--- src/rtl/riscv_pipe_pkg.sv ---
// rtl/riscv_pipe_pkg.sv - shared pipeline constants, encodings and EX/MEM payload
package riscv_pipe_pkg;

  localparam int XLEN = 32;
  localparam int REGW = 5;

  localparam logic ALU_ADD = 1'b0;
  localparam logic ALU_SUB = 1'b1;

  // Occupancy of the two-entry skid buffer between EX and MEM
  typedef enum logic [1:0] {
    BUF_EMPTY = 2'd0,
    BUF_ONE   = 2'd1,
    BUF_FULL  = 2'd2
  } buf_state_t;

  // Everything MEM/WB needs from an executed instruction
  typedef struct packed {
    logic [XLEN-1:0] alu_result;
    logic [XLEN-1:0] store_data;
    logic [REGW-1:0] rd;
    logic            memtoreg;
    logic            we;
    logic            reg_en;
  } ex_mem_t;

  localparam int EX_MEM_W = $bits(ex_mem_t);

endpackage

--- src/rtl/skid_buffer.sv ---
// rtl/skid_buffer.sv - two-entry valid/ready skid buffer with registered in_ready
module skid_buffer
  import riscv_pipe_pkg::*;
#(
  parameter int W = 8
) (
  input  logic         clock,
  input  logic         reset,
  input  logic         flush,
  input  logic         in_valid,
  output logic         in_ready,
  input  logic [W-1:0] in_data,
  output logic         out_valid,
  input  logic         out_ready,
  output logic [W-1:0] out_data
);

  buf_state_t   state_q, state_d;
  logic [W-1:0] main_q, skid_q;
  logic         acc, drn;
  logic         load_main_in, load_main_skid, load_skid;

  // Handshake flags decode only the state register, so out_ready never reaches in_ready
  assign in_ready  = (state_q != BUF_FULL);
  assign out_valid = (state_q != BUF_EMPTY);
  assign out_data  = main_q;
  assign acc       = in_valid & in_ready;
  assign drn       = out_valid & out_ready;

  // Next occupancy and which entry moves where; flush drops everything held and arriving
  always_comb begin
    state_d        = state_q;
    load_main_in   = 1'b0;
    load_main_skid = 1'b0;
    load_skid      = 1'b0;
    case (state_q)
      BUF_EMPTY: begin
        if (acc) begin
          state_d      = BUF_ONE;
          load_main_in = 1'b1;
        end
      end
      BUF_ONE: begin
        if (acc && drn) begin
          load_main_in = 1'b1;
        end else if (acc) begin
          state_d   = BUF_FULL;
          load_skid = 1'b1;
        end else if (drn) begin
          state_d = BUF_EMPTY;
        end
      end
      BUF_FULL: begin
        if (drn) begin
          state_d        = BUF_ONE;
          load_main_skid = 1'b1;
        end
      end
      default: state_d = BUF_EMPTY;
    endcase
    if (flush) begin
      state_d        = BUF_EMPTY;
      load_main_in   = 1'b0;
      load_main_skid = 1'b0;
      load_skid      = 1'b0;
    end
  end

  // State and payload registers; main holds the head so outputs stay put during a stall
  always_ff @(posedge clock) begin
    if (!reset) begin
      state_q <= BUF_EMPTY;
      main_q  <= '0;
      skid_q  <= '0;
    end else begin
      state_q <= state_d;
      if (load_main_in) begin
        main_q <= in_data;
      end else if (load_main_skid) begin
        main_q <= skid_q;
      end
      if (load_skid) begin
        skid_q <= in_data;
      end
    end
  end

endmodule

--- src/rtl/ex_stage.sv ---
// rtl/ex_stage.sv - execute stage: ALU, branch resolve, skid-buffered hand-off to MEM
module ex_stage
  import riscv_pipe_pkg::ex_mem_t;
  import riscv_pipe_pkg::EX_MEM_W;
  import riscv_pipe_pkg::ALU_SUB;
#(
  parameter int XLEN = 32,
  parameter int REGW = 5
) (
  input  logic            clock,
  input  logic            reset,
  input  logic            flush_in,
  input  logic            in_valid,
  output logic            in_ready,
  input  logic [XLEN-1:0] data_in_1,
  input  logic [XLEN-1:0] data_in_2,
  input  logic [XLEN-1:0] imm_in,
  input  logic [XLEN-1:0] pc_in,
  input  logic [REGW-1:0] rd_in,
  input  logic            pcsrc_in,
  input  logic            alusrc_in,
  input  logic            aluop_in,
  input  logic            memtoreg_in,
  input  logic            we_in,
  input  logic            reg_en_in,
  output logic            out_valid,
  input  logic            out_ready,
  output logic [XLEN-1:0] alu_result_out,
  output logic [XLEN-1:0] store_data_out,
  output logic [REGW-1:0] rd_out,
  output logic            memtoreg_out,
  output logic            we_out,
  output logic            reg_en_out,
  output logic            redirect_valid,
  output logic [XLEN-1:0] redirect_target
);

  logic [XLEN-1:0] op_b, alu_res;
  logic            acc, taken, do_redirect;
  ex_mem_t         payload, head;
  logic [EX_MEM_W-1:0] head_bits;

  assign acc         = in_valid & in_ready;
  assign op_b        = alusrc_in ? imm_in : data_in_2;
  assign alu_res     = (aluop_in == ALU_SUB) ? (data_in_1 - op_b) : (data_in_1 + op_b);
  // Branch compare always uses rs1/rs2, regardless of which operand feeds the ALU
  assign taken       = pcsrc_in & (data_in_1 == data_in_2);
  assign do_redirect = acc & taken & ~flush_in;

  assign payload.alu_result = alu_res;
  assign payload.store_data = data_in_2;
  assign payload.rd         = rd_in;
  assign payload.memtoreg   = memtoreg_in;
  assign payload.we         = we_in;
  assign payload.reg_en     = reg_en_in;

  skid_buffer #(.W(EX_MEM_W)) u_skid (
    .clock     (clock),
    .reset     (reset),
    .flush     (flush_in),
    .in_valid  (in_valid),
    .in_ready  (in_ready),
    .in_data   (payload),
    .out_valid (out_valid),
    .out_ready (out_ready),
    .out_data  (head_bits)
  );

  assign head           = ex_mem_t'(head_bits);
  assign alu_result_out = head.alu_result;
  assign store_data_out = head.store_data;
  assign rd_out         = head.rd;
  assign memtoreg_out   = head.memtoreg;
  assign we_out         = head.we;
  assign reg_en_out     = head.reg_en;

  // Single-cycle redirect pulse; the target is kept after the pulse for debug visibility
  always_ff @(posedge clock) begin
    if (!reset) begin
      redirect_valid  <= 1'b0;
      redirect_target <= '0;
    end else begin
      redirect_valid <= do_redirect;
      if (do_redirect) begin
        redirect_target <= pc_in + imm_in;
      end
    end
  end

endmodule

--- config.mk ---
export PLATFORM = sky130hd
export DESIGN_NAME = ex_stage
export DESIGN_NICKNAME = d
export VERILOG_FILES = /design/src/rtl/riscv_pipe_pkg.sv /design/src/rtl/skid_buffer.sv /design/src/rtl/ex_stage.sv
export SDC_FILE = /design/constraint.sdc
export NUM_CORES = 1
export LEC_CHECK = 0
export CAP_MARGIN = 30
export CORE_ASPECT_RATIO = 1.2
export CORE_UTILIZATION = 35
export CTS_CLUSTER_DIAMETER = 40
export DETAILED_ROUTE_END_ITERATION = 6
export MAX_ROUTING_LAYER = met4
export SLEW_MARGIN = 20
export SYNTH_ARGS = -nofsm -noshare
export SYNTH_HDL_FRONTEND = slang
export SYNTH_HIERARCHICAL = 1
export SYNTH_SLANG_ARGS = --single-unit
--- constraint.sdc ---
create_clock -name clock -period 17.3 [get_ports clock]
set_clock_uncertainty 0.05 [all_clocks]
set_input_delay 1.73 -clock clock [delete_from_list [all_inputs] [get_ports clock]]
set_output_delay 1.73 -clock clock [all_outputs]
set_load 0.05 [all_outputs]
Word-level counts from Yosys, hierarchy flattened
Index checks and enable logic that the tools add are counted.
- mux-type cells: 20
- eq/ne operators: 8
- reductions and logical operators: 6
- bitwise operators: 7
- $add $sub $neg: 3
- operators by type and width (operator ; number):
    72-bit two-way mux ; 2
    32-bit adder ; 2
    32-bit two-way mux ; 2
    32-bit == test ; 1
    32-bit subtractor ; 1
    2-bit two-way mux ; 5
    1-bit two-way mux ; 9
    2-bit != test (second input constant) ; 3
    2-bit one-hot mux with 3 select lines ; 1
    1-bit bitwise AND ; 5
    4-bit AND reduction ; 1
    2-bit nonzero test ; 2
    3-bit by 2-bit != test with 1-bit output (second input constant) ; 1
    2-bit by 1-bit == test with 1-bit output (second input constant) ; 1
    2-bit == test (second input constant) ; 1
    2-bit logical NOT ; 1
    2-bit by 1-bit != test with 1-bit output (second input constant) ; 1
    1-bit NOT ; 2
    1-bit one-hot mux with 2 select lines ; 1
    2-bit OR reduction ; 1
    1-bit logical AND ; 1
- output and inout bits: 107
- register bits after elaboration: 179
- bits of input ports: 144
- word-level logic and storage cells: 49

Depth between registers and ports, before layout
- word-level depth: 7
- mapped depth: 25
- depth with buffers taken out: 19

By module
The synthesis kept the hierarchy.
- modules (own cells, without submodules) (module ; instances ; cells an instance ; seq. area each (µm²) ; area each (µm²)):
    skid_buffer ; 1 ; 756 ; 2922.8 ; 6570.1
    ex_stage ; 1 ; 856 ; 660.6 ; 6284.8

Least setup slack after synthesis
OpenSTA, ideal clock, no wires.
- path kind: input to register
- from: input port alusrc_in
- to: register u_skid.main_q[67], in the netlist u_skid/out_data[67]
- data arrival time: 6.505 ns
- cell stages on the path: 24
- required time: 17.114 ns
- slack: 10.608 ns
- cells stage by stage: buf_6 > buf_2 > buf_2 > buf_2 > buf_2 > buf_2 > mux2i_1 > ha_1 > o211ai_1 > nor4_4 > a31oi_1 > o21bai_4 > nor2_8 > o21ai_2 > xor2_1 > ha_1 > clkbuf_1 > nand3_1 > or4_1 > o211ai_1 > a21oi_1 > xnor2_1 > o31ai_2 > a31oi_1
- word-level cells in the longest chain between the ends: 4
- elaborated cells on any way between the ends: 5
- ends and longest elaborated chain (what ; RTL line ; text):
    start, declared ; ex_stage.sv:21 ; input logic alusrc_in,
    32-bit two-way mux (*) ; ex_stage.sv:44 ; assign op_b = alusrc_in ? imm_in : data_in_2;
    32-bit adder / 32-bit subtractor (equally long branches) ; ex_stage.sv:45 ; assign alu_res = (aluop_in == ALU_SUB) ? (data_in_1 - op_b) : (data_in_1 + op_b);
    32-bit two-way mux (*) ; ex_stage.sv:45 ;
    via alu_res[27] ; ex_stage.sv:38 ; logic [XLEN-1:0] op_b, alu_res;
    72-bit two-way mux (*) ; skid_buffer.sv:77 ; if (load_main_in) begin
    end signal, assigned ; skid_buffer.sv:78 ; main_q <= in_data;
    end signal, assigned ; skid_buffer.sv:80 ; main_q <= skid_q;
    end, declared ; skid_buffer.sv:19 ; logic [W-1:0] main_q, skid_q;
The timed path passes the listed nets; every way through them passes the cells marked *.
A chain may end at the register's enable or synchronous reset.

Final worst setup path
Ends and elaborated chain as after synthesis.

==> metrics <==
Mapped Nets=~1800; CP cell instances=buf_2 -> buf_4 -> mux2i_1 -> ha_1 -> o211ai_1 -> nor4_4 -> a31oi_1 -> o21bai_4 -> nor2_8 -> o21ai_2 -> xor2_1 -> ha_1 -> nand3_1 -> or4_1 -> o211ai_1 -> a21oi_1 -> xnor2_1 -> o31ai_2 -> a31oi_1; synth warn=6; RR Endpoint=u_skid/skid_q[20]$_SDFFE_PN0P_; register-to-register setup slack=approximately 14000 ps; # port buffers=250; fin nets=1985; Worst Tran Pin Value=roughly 980 ps; Hold Crit Class=reg2reg; Post-DRT Antenna Nets=0; hold path depth=2; Worst path slowest cell=buf_4; Slew headroom=roughly a third; Post-synth ARST share=0%; Worst EP arrival=6540 ps; Sw Ratio=between 30 and 40%; router iterations before antenna repair=5; row count=76; hold_buf cts=0; Hold Path End=u_skid/out_data[50]$_SDFFE_PN0P_; mux cell area share after synthesis=3.582%; final setup margin=roughly 11000 ps; Tcrit/Tclk final=36.27%; FILL cells=roughly 3600; Die W=around 180 um; pin count of the biggest net entering global routing=a little over 80; core box area=between 30000 and 40000 sq um; power per cell area=79.69 nW/um^2; VDD IR max=67.82 uV; Final Wtd Congestion=0.9076; Max FO, Critical Path=74; Fin Setup TNS=0 ps; Seq/Total Area, Yosys=27.88%; adder-cell share of the synthesized area=between 6 and 7%; Synth Cell Area=12850 sq um; CTS Sinks=179; Clock transition at path regs=~80 ps; count of cell types in the netlist=79; DR vias=12680; Power Total=1.290 mW; prevailing post-synth register cell=dfxtp_1; final hold vios=0; TritonCTS clock tree=yes; worst path buffer plus inverter count=2; Combinational Power Share=34.2%; XOR/XNOR Fraction of Synth Area=7.563%; synthesized area per cell=7.974 sq um; Synth Area in Compound Gates=about 30%; Crit path max-delay family=simple AND/OR/NAND/NOR gates; die area=37500 sq um; final setup violation count=0; grt total ovfl=0; DRT Wirelength=45980 um; Clk network pwr share=32.0%; CP startpoint=alusrc_in; CP required=17560 ps; vias in the first global route=11800; fin crit period=6275 ps; Internal=0.8031 mW; #FFs+latches synth=179; crit path capture type=register; NetSw=0.4867 mW; HPWL Detailed=33690 um; top post-synthesis cells by area=dfxtp_1, ha_1, nand2_1, o31ai_2, o21ai_0; final core occ=44.91%; Min-Delay Startpoint=u_skid/skid_q[50]$_SDFFE_PN0P_; post-cts resize count=0; routed len/inst=roughly 20 um; delay of the slowest critical-path stage=670 ps; Flop pwr share=33.8%; die span in y=211.9 um; RSZ-0062 raised after global routing=no; clk_lat worst skew=470 ps; Root Buffer=clkbuf_16; first-pass GRT wire length=69790 um; simple-gate portion of the synthesized area=around 20%; status=complete, no violations; largest area contributor in the netlist=dfxtp_1; total CTS buffers=17; DR vias/cell=5.612; P_leak=between 5 and 6 nW; reg2reg start=u_skid/state_q[1]$_SDFFE_PP0P_; Clock Tree Buf Depth=2; Residual DRC=0; DR iter-0 viols=about 1000; GRT Resource Usage Total=24.97%; largest family of logic cells by synthesized area=compound AO/OA/AOI/OAI gates; fmax=0.1594 GHz; initial antenna violation count=2; Layout area overhead=25.91%; H-tree level count=4; IO Count=around 250; Pins Over Slew Limit=0; post-synth top area share=between 20% and 30%; r2r worst-path depth=4; Post-CTS Setup Repair Bufs=0; layout cells sized above 1=7.881%; Max Cap Viol=0; Mapped Cells=1612; Post-synth EDFFs=0; Initial Util=35.67%; Setup CP Type=in2reg; Place WS=around 11000 ps; Startpoint Class=input pin
-- registers in the layout, indices dropped and copies added (netlist names) --
name             cells
u_skid/state_q       2
u_skid/skid_q       72
redirect_valid       1
u_skid/out_data     72
redirect_target     32
-- cell families (layout without fill, tap and decap cells) --
kind of cell,Yosys count,after routing
other cells,0,2
fa+ha+maj,65,65
flops,179,179
mux,46,46
buf+inv,146,323
compound gates,540,540
simple gates,525,525
xor+xnor,111,111
-- worst max-delay path by stage --
stage / to / slack (ps) / cells after the start
after CTS: u_skid/out_data[67]$_SDFFE_PN0P_ / 11050 / 19
after global routing: u_skid/out_data[67]$_SDFFE_PN0P_ / 10660 / 19
after detailed placement: u_skid/out_data[67]$_SDFFE_PN0P_ / 10580 / 19
after global placement: u_skid/out_data[67]$_SDFFE_PN0P_ / 10690 / 19
final: u_skid/out_data[67]$_SDFFE_PN0P_ / 11020 / 19
after floorplan: u_skid/out_data[67]$_SDFFE_PN0P_ / 10610 / 24
-- final cells by class --
class | count | area [sq um] | share of cell area, %
antenna | 2 | 5.005 | 0.03092
clock buffer | 17 | 425.4 | 2.628
clock inverter | 15 | 176.4 | 1.090
inverter | 25 | 93.84 | 0.5798
multi-input combinational | 1287 | 8657 | 53.49
sequential | 179 | 3583 | 22.14
tap | 468 | 585.6 | 3.618
timing repair buffer | 266 | 2659 | 16.43
-- layout by cell type (no fill, tap or decap), types with 9 or more instances in the layout --
master,n
nor2_1,87
xor2_1,60
a21boi_0,39
nand4_1,15
o31ai_2,61
o211ai_1,9
clkdlybuf4s50_1,248
a211oi_1,19
mux2i_1,46
clkbuf_16,17
nand2_1,208
a21oi_1,75
a21o_1,24
o31ai_1,16
inv_1,25
ha_1,63
dfxtp_1,179
a31oi_1,84
o21ai_0,123
a21boi_1,37
xnor2_1,51
nand3_1,97
nor3_1,31
nand2b_1,13
buf_4,14
-- per-layer routing --
| metal | global-route usage (%) | vias to the layer above | routed length (um) | share of wire (%) |
|---|---|---|---|---|
| li1 | - | 6211 | - | - |
| met1 | 31.52 | 6021 | 20610 | 45 |
| met2 | 40.60 | 383 | 21830 | 47 |
| met3 | 3.412 | 63 | 2193 | 4.8 |
| met4 | 8.532 | 0 | 1341 | 2.9 |
| met5 | - | - | 0 | 0 |
-- cell usage after synthesis (14+ instances only) --
master,number
o31ai_2,61
nand4_1,15
ha_1,63
nand3_1,97
a31oi_1,84
nand2b_1,14
buf_2,37
xnor2_1,51
nor2_1,87
mux2i_1,46
nand2_1,209
a211oi_1,19
xor2_1,60
a21boi_0,39
o31ai_1,16
a21o_1,24
dfxtp_1,179
a21oi_1,75
o21ai_0,123
clkbuf_1,65
nor3_1,31
inv_1,25
a21boi_1,37
-- worst register-to-register path: stages (launching register included) --
cell and delay [ps]:
dfxtp_1 560, or3b_4 790, buf_4 900, o21ai_0 200, a21boi_0 240
-- power by group through the flow --
stage                     Sequential (mW)  Combinational [mW]  Clock [mW]
final                               0.436               0.441       0.413
after global routing                0.438               0.475       0.439
after global placement              0.446               0.436           0
after floorplan                     0.490               0.242           0
after CTS                           0.436               0.439       0.423
after detailed placement            0.446               0.436           0
-- stage by stage --
step	std cells	hold WS (ps)	cell area, sq um
final	2259	411.3	16190
after floorplan	1612	394.1	12850
after global placement	2223	394.0	15520
after CTS	2255	413.0	16130
after global routing	2259	433.2	16190
after detailed placement	2223	400.5	15520
Power figures use the tool's default switching activity.
==> RTL edit: new RTL, same flow settings <==
Re-encode `buf_state_t` (3 states) as one-hot, 3 bits wide.
--- a/src/rtl/riscv_pipe_pkg.sv
+++ b/src/rtl/riscv_pipe_pkg.sv
@@ -9,8 +9,8 @@
 
   // Occupancy of the two-entry skid buffer between EX and MEM
-  typedef enum logic [1:0] {
-    BUF_EMPTY = 2'd0,
-    BUF_ONE   = 2'd1,
-    BUF_FULL  = 2'd2
+  typedef enum logic [2:0] {
+    BUF_EMPTY = 3'b001,
+    BUF_ONE   = 3'b010,
+    BUF_FULL  = 3'b100
   } buf_state_t;
 
Formal check against the unedited RTL: no difference found for any inputs over 4 cycles, from zero or initial values and one cycle with reset low; so few cycles prove little.
==> RTL edit against the original RTL <==
Power down 4.1%; first-iteration DRC count shrank 26%; non-clock buffer count decreased by 4; routed wire length shrank 8.5%; cell count fell by 3.7%; global-route usage is 0.10 points lower; setup slack better by 0.072 ns; cell area fell by 5.9%; sequential cell count rose by 1; fmax is 1.2% higher; via count is 6.3% lower; count of clock-buffer cells in the layout increased by 3; area after synthesis shrank 7.0%.
==> RTL edit: results (changes against the original RTL) <==
status completed (unchanged); hpwl dp 31100 µm (was 33700 µm); Detailed Route Iter0 Violations 776 (was 1044); Synth Warn # 6 (unchanged); Worst Path Arrival 6.53 ns (was 6.54 ns); top post-synthesis cells by area dfxtp_1 30%, a21oi_1 9.1%, ha_1 6.6% (was dfxtp_1 28%, ha_1 6.1%, nand2_1 6.1%); first-pass GRT wire length 64500 µm (was 69800 µm); Synth Area in Compound Gates 24.3% (was 29.7%); Hold Path Class flip-flop to flip-flop (unchanged); hold path cells 2 (unchanged); clk root buf clkbuf_16 (unchanged); max incr delay on CP 0.67 ns (about the same); Setup Buffers After CTS 0 (unchanged); crit-path max FO 74 (unchanged); IO buf count 250 (unchanged); synthesized-area fraction occupied by adder cells 6.93% (was 6.44%); Clock transition at path regs 0.07 ns; vias 11900 (was 12700); vias in the first global route 11200 (was 11800); initial antenna violation count 2 (unchanged); final net count 1921 (was 1985); largest net degree at the start of global routing 89 (was 82); met2 WL 19700 µm (was 21800 µm); Seq/Total Area, Yosys 30.1% (was 27.9%); H-Tree Depth 4 (unchanged); Tot GR Track Use 24.9% (was 25.0%); Synth top cells by count 218 x a21oi_1, 209 x nand2_1, 180 x dfxtp_1 (was 209 x nand2_1, 179 x dfxtp_1, 123 x o21ai_0); number of CTS-inserted buffers 17 (unchanged); Synth async-reset ratio 0% (unchanged); wire length on met1 19100 µm (was 20600 µm); post-synthesis xor/xnor area fraction 8.13% (was 7.56%); Post-DP Area 0.0146 mm² (was 0.0155 mm²); top_reg_cell synth dfxtp_1 (unchanged); insertion delay to the later sink of the worst-skew pair ~0.46 ns; Pre-antenna DRT Iters 5 (unchanged); Mapped Nets 1734 (was 1821); slowest CP cell buf_4 (unchanged); static leakage 5.41 nW (was 5.72 nW); count of cells resized by post-cts repair 0 (unchanged); CTS Buffer Depth 2 (unchanged); mux cell area share after synthesis 3.86% (was 3.58%); final wirelength 42100 µm (was 46000 µm); top layer in use met4 (unchanged); Peak VDD IR 47.7 µV (was 67.8 µV); layout cells sized above 1 4.06% (was 7.88%); pre-CTS WS 10.65 ns (was 10.58 ns); delay-heaviest family, CP simple AND/OR/NAND/NOR gates (unchanged); worst r2r path cells 8 (was 4); Met3 Routed Length 2080 µm (was 2190 µm); Unique masters post-synth 79 (unchanged); Slew headroom 35.0% (was 34.4%); Placer Congestion 0.908 (about the same)
[RTL edit: cell type report]
type	instances	area (µm²)
antenna	2	5.00
clock buffer	20	447
clock inverter	10	151
fill	3302	18100
inverter	26	100
multi-input combinational	1225	7770
sequential	180	3600
tap	450	563
timing repair buffer	262	2590
[RTL edit: final timing paths]
kind | from | end | slack [ns]
min reg2reg | redirect_target[29] | redirect_target[29] | 0.40
max reg2reg | u_skid/state_q[1] | redirect_target[27] | 14.65
min | redirect_target[29] | redirect_target[29] | 0.40
max | alusrc_in | u_skid/out_data[71] | 11.10
[RTL edit: cell families after synthesis]
group / count (synthesis)
simple gates: 532
compound gates: 471
flops: 180
buf+inv: 120
xor+xnor: 111
fa+ha+maj: 65
mux: 46
[RTL edit: metrics by stage]
| step | utilization (%) | cells |
|---|---|---|
| finish | 45.7 | 2175 |
| global route | 45.7 | 2175 |
| CTS | 45.6 | 2173 |
| detailed placement | 43.9 | 2143 |
| floorplan | - | 1525 |
| global placement | 43.9 | 2143 |
[RTL edit: power breakdown]
| group | switching, mW | total, mW | internal, mW |
|---|---|---|---|
| combinational | 0.242 | 0.398 | 0.157 |
| sequential | 0.00704 | 0.433 | 0.426 |
| clock | 0.173 | 0.404 | 0.231 |
[RTL edit: layer usage]
metal / vias up / global-route usage, %
li1: 5875 / -
met1: 5601 / 32.5
met2: 352 / 38.6
met3: 49 / 3.89
met4: 0 / 8.94
met5: - / -
